## config.mk

```make
export PLATFORM = sky130hd
export DESIGN_NAME = packet_picker
export DESIGN_NICKNAME = d
export VERILOG_FILES = /design/src/rtl/packet_picker.sv
export SDC_FILE = /design/constraint.sdc
export NUM_CORES = 1
export LEC_CHECK = 0
export ABC_AREA = 1
export CAP_MARGIN = 5
export CORE_AREA = 2 2 200 202
export DETAILED_ROUTE_END_ITERATION = 7
export DIE_AREA = 0 0 202 204
export PLACE_DENSITY = 0.61
export SLEW_MARGIN = 15
export SYNTH_ARGS = -nofsm -noshare
export SYNTH_HDL_FRONTEND = slang
export SYNTH_SLANG_ARGS = --single-unit
```

## constraint.sdc

```tcl
create_clock -name clk_pixel -period 1.66 [get_ports clk_pixel]
set_input_delay 0.332 -clock clk_pixel [delete_from_list [all_inputs] [get_ports clk_pixel]]
set_output_delay 0.332 -clock clk_pixel [all_outputs]
set_load 0.02 [all_outputs]
```

## src/rtl/packet_picker.sv

```systemverilog
// Chooses which packet the HDMI data-island assembler sends in each 32-pixel slot:
// user packet, AVI InfoFrame, SPD InfoFrame or Null, with InfoFrames once per field.
module packet_picker #(
    parameter int unsigned  VIDEO_ID_CODE  = 4,
    parameter logic [1:0]   PICTURE_ASPECT = 2'b10,
    parameter logic         IT_CONTENT     = 1'b0,
    parameter logic [63:0]  VENDOR_NAME    = 64'h0,
    parameter logic [127:0] PRODUCT_DESC   = 128'h0,
    parameter logic [7:0]   SOURCE_DEVICE  = 8'h00
) (
    input  logic         clk_pixel,
    input  logic         reset,
    input  logic         data_island_period,
    input  logic [4:0]   counter,
    input  logic         video_field_end,
    input  logic         user_valid,
    input  logic [23:0]  user_header,
    input  logic [223:0] user_sub,
    output logic         user_ready,
    output logic [23:0]  header,
    output logic [223:0] sub,
    output logic [1:0]   packet_type
);

    localparam logic [1:0] TypeNull = 2'd0;
    localparam logic [1:0] TypeUser = 2'd1;
    localparam logic [1:0] TypeAvi  = 2'd2;
    localparam logic [1:0] TypeSpd  = 2'd3;

    // Places PB1..PB27 (pb byte j = PB(j+1)) into subpacket layout and fills in PB0.
    // Byte 7 of each subpacket stays zero; the assembler owns it.
    function automatic logic [223:0] build_sub(input logic [23:0] hdr, input logic [215:0] pb);
        logic [223:0] s;
        logic [7:0]   sum;
        s   = '0;
        sum = hdr[7:0] + hdr[15:8] + hdr[23:16];
        for (int k = 1; k < 28; k++) begin
            s[56*(k/7) + 8*(k%7) +: 8] = pb[8*(k-1) +: 8];
            sum = sum + pb[8*(k-1) +: 8];
        end
        s[7:0] = 8'h00 - sum;
        return s;
    endfunction

    localparam logic [6:0]   VIC7       = 7'(VIDEO_ID_CODE);
    localparam logic [23:0]  AVI_HEADER = {8'd13, 8'h02, 8'h82};
    localparam logic [23:0]  SPD_HEADER = {8'd25, 8'h01, 8'h83};
    localparam logic [215:0] AVI_PB     = {184'h0, 1'b0, VIC7, IT_CONTENT, 7'b0,
                                           2'b00, PICTURE_ASPECT, 4'b1000, 8'h00};
    localparam logic [215:0] SPD_PB     = {16'h0, SOURCE_DEVICE, PRODUCT_DESC, VENDOR_NAME};
    localparam logic [223:0] AVI_SUB    = build_sub(AVI_HEADER, AVI_PB);
    localparam logic [223:0] SPD_SUB    = build_sub(SPD_HEADER, SPD_PB);

    logic         avi_pending, spd_pending;
    logic         avi_pending_d, spd_pending_d;
    logic         load, commit;
    logic [1:0]   cand_type;
    logic [23:0]  cand_header;
    logic [223:0] cand_sub;

    assign load   = !data_island_period || (counter == 5'd31);
    assign commit = data_island_period && (counter == 5'd0);

    always_comb begin
        cand_type   = TypeNull;
        cand_header = 24'h0;
        cand_sub    = '0;
        if (user_valid) begin
            cand_type   = TypeUser;
            cand_header = user_header;
            cand_sub    = user_sub;
        end else if (avi_pending) begin
            cand_type   = TypeAvi;
            cand_header = AVI_HEADER;
            cand_sub    = AVI_SUB;
        end else if (spd_pending) begin
            cand_type   = TypeSpd;
            cand_header = SPD_HEADER;
            cand_sub    = SPD_SUB;
        end
    end

    // A field-end set outranks a same-cycle commit clear.
    always_comb begin
        avi_pending_d = (avi_pending && !(commit && packet_type == TypeAvi)) || video_field_end;
        spd_pending_d = (spd_pending && !(commit && packet_type == TypeSpd)) || video_field_end;
    end

    always_ff @(posedge clk_pixel) begin
        if (reset) begin
            header      <= 24'h0;
            sub         <= '0;
            packet_type <= TypeNull;
            avi_pending <= 1'b1;
            spd_pending <= 1'b1;
        end else begin
            avi_pending <= avi_pending_d;
            spd_pending <= spd_pending_d;
            if (load) begin
                header      <= cand_header;
                sub         <= cand_sub;
                packet_type <= cand_type;
            end
        end
    end

    // Acknowledge only if the source still offers the packet being sent.
    always_comb begin
        user_ready = !reset && commit && (packet_type == TypeUser) && user_valid;
    end

endmodule

```

==> impl_metrics.json <==
{
  "grt_remaining_overflow": 0,
  "cp-start-kind": "flip-flop",
  "required_ps": 1330,
  "yosysMostFrequentCell": "nand2_1",
  "rows": 73,
  "grt_pass1_wl_mm": 67.9,
  "slew_violations": 0,
  "ff2ff_setup_slack_ps": 580,
  "clock-root-buffer": "clkbuf_16",
  "hold_depth": 5,
  "path_class": "flip-flop to primary output",
  "maxCapViolCount": 0,
  "die_y_um": 204,
  "synthDistinctLibCells": 20,
  "place_hpwl_mm": 30.1,
  "dieWidth_um": 202,
  "clk_latency_ps": 560,
  "fmax_mhz": 588,
  "synth.net_count": 2410,
  "cp-end-kind": "primary output",
  "hold_end": "spd_pending",
  "placed_cells": 3106,
  "irDropWorstVdd_mv": 0.773,
  "die_area_mm2": 0.0412,
  "synth_warnings": 0,
  "gr-max-usage-layer": "met2",
  "ys_seq_elements": 252,
  "cp_data_arrival_time_ps": 1370,
  "power.static_leakage_nw": 11.1,
  "met3_usage_pct": 6.36,
  "place.gp.congestion": 0.847,
  "fin_skew_ps": 4.92,
  "layout-drive-gt1-share_pct": 4.93,
  "yosys-top-cells-area": "dfxtp_1 40%, nand2_1 15%, nor2_1 15%, inv_1 14%, nand3_1 10%",
  "diodes": 0,
  "start_util_pct": 32.3,
  "synth_edf_count": 0,
  "core_mm2": 0.0392,
  "drc": 0,
  "worstHoldPathType": "primary input to flip-flop",
  "rsz0062_at_grt": "true",
  "ant_nets": 0,
  "dpl-instance-area_mm2": 0.0185,
  "cellPowerDensity_mw_per_mm2": 898,
  "setup_violations": 1,
  "synth_area_leader_cell": "dfxtp_1",
  "areaGrowthSynthToFinish_pct": 51.8,
  "synth_cells": 2152,
  "fin_setup_tns_ps": -42.1,
  "grt_max_degree": 148,
  "violations": "setup timing",
  "grtUsageTotal_pct": 20.2,
  "met1_usage_pct": 24.4,
  "yosysTopAreaCellShare_pct": 39.8,
  "antenna_found_initial": 0,
  "postSynthAreaPerCell_um2": 5.89,
  "worst_pin_slew_ps": 703,
  "holdCritStartpoint": "data_island_period",
  "num_vias": 13592,
  "viasPerCell": 4.30,
  "min_period_ps": 1700,
  "synth_seq_area_share_pct": 39.8,
  "synth_common_cells": "522 x nand2_1, 491 x nor2_1, 482 x inv_1, 252 x dfxtp_1, 252 x nand3_1",
  "path_max_fanout": 2,
  "relSlewSlack_pct": 53.2,
  "regToRegStartpoint": "packet_type[1]",
  "worst_slack_ps": -42.1,
  "portBuffers": 508,
  "clkTransAtPathRegs_ps": 60,
  "clock-sinks": 252,
  "htreeDepth": 1,
  "fin_crit_sh_pct": 103,
  "post_cts_buffers": 0,
  "hold_violations": 0,
  "wl_per_cell_um": 13.8,
  "final_cell_area_mm2": 0.0192,
  "synthArstFlopShare_pct": 0,
  "use_met2_pct": 33.6,
  "n_fill_cell": 4050,
  "boundaryPins": 509,
  "cts-buffers-inserted": 31,
  "route.final.wire_length_mm": 43.6,
  "first_iter_violations": 649,
  "ys.flop_type": "dfxtp_1",
  "first_global_vias": 12740,
  "cts_buffer_depth": 3,
  "status": "finished, violations left",
  "nNetsFinal": 2872,
  "r2r_end": "avi_pending",
  "syn_area_mm2": 0.0127,
  "drt_pass1_iterations": 5,
  "finalNonFillerCells": 3163,
  "reg2regPathDepth": 5,
  "cts_tree": "built"
}
[where the power goes]
group	switching, mW	total, mW	internal [mW]
logic	1.97	3.55	1.58
registers	0.197	6.66	6.47
clock network	2.73	7.06	4.33
[routing by layer]
layer / vias up / wire length (um) / part of all wire [%]
li1: 7078 / - / -
met4: 0 / 1680 / 3.9
met5: - / 0 / 0
met1: 5977 / 18000 / 41
met2: 448 / 20000 / 46
met3: 89 / 3890 / 8.9
[final cells by class]
| cell class | instances | area (um^2) | area share, % |
|---|---|---|---|
| Sequential cell | 252 | 5050 | 26.2 |
| Multi-Input combinational cell | 1280 | 5180 | 26.9 |
| Tap cell | 525 | 657 | 3.42 |
| Inverter | 484 | 1830 | 9.50 |
| Clock buffer | 46 | 932 | 4.85 |
| Timing Repair Buffer | 565 | 5450 | 28.4 |
| Clock inverter | 11 | 140 | 0.729 |
[worst max path at each step]
stage | startpoint | endpoint | slack (ps) | cells after the start
2_1_floorplan | user_valid | user_ready | 30 | 4
3_3_place_gp | counter[0] | user_ready | -530 | 5
3_5_place_dp | counter[0] | user_ready | -510 | 5
4_1_cts | packet_type[1] | user_ready | -90 | 4
5_1_grt | packet_type[1] | user_ready | -110 | 4
6_report | packet_type[1] | user_ready | -40 | 4
[critical path, stage by stage, from the launching register on]
cell and delay (ps):
dfxtp_2 330, inv_2 60, nand2_2 60, nor3_2 190, buf_4 170
[flip-flops by register name, indices dropped and copies added, names as in the netlist]
register	flops
spd_pending	1
packet_type	2
sub	224
avi_pending	1
header	24
[layout by cell type, fill, tap and decap left out, drive strengths merged]
master,count
nand2,522
nor2,491
inv,485
clkdlybuf4s50,255
nand3,252
dfxtp,252
dlygate4sd2,224
buf,62
clkbuf,50
clkdlybuf4s15,20
clkinv,7
a21oi,5
bufinv,3
o21ai,3
o21bai,3
nand4,1
nor3,1
a21boi,1
or2,1
[what timing repair did]
item / CTS / global route
endpoints found under the setup margin: 251 / 25
gates resized for setup: 269 / 28
cloned: 0 / 0
hold buffers: 0 / 0
pin swaps: 0 / 1
[kinds of logic (layout without fill, tap and decap cells)]
| group | Yosys count | count (layout) | synth area share [%] |
|---|---|---|---|
| AND/OR/NAND/NOR | 1268 | 1268 | 40.1 |
| flip-flops | 252 | 252 | 39.8 |
| buffers and inverters | 620 | 1106 | 19.4 |
| AO/OA/AOI/OAI | 12 | 12 | 0.642 |
[through the flow]
stage | utilization [%] | power [mW] | hold slack, ps | worst slack (ps)
after detailed placement | 47.1 | 10.7 | 478 | -512
after CTS | 49.1 | 17.5 | 217 | -89.1
final | 49.1 | 17.3 | 255 | -42.1
after global routing | 49.1 | 18.2 | 261 | -113
after floorplan | - | 8.75 | 401 | 27.5
after global placement | 47.1 | 10.6 | 472 | -535
Power figures use the tool's default switching activity.
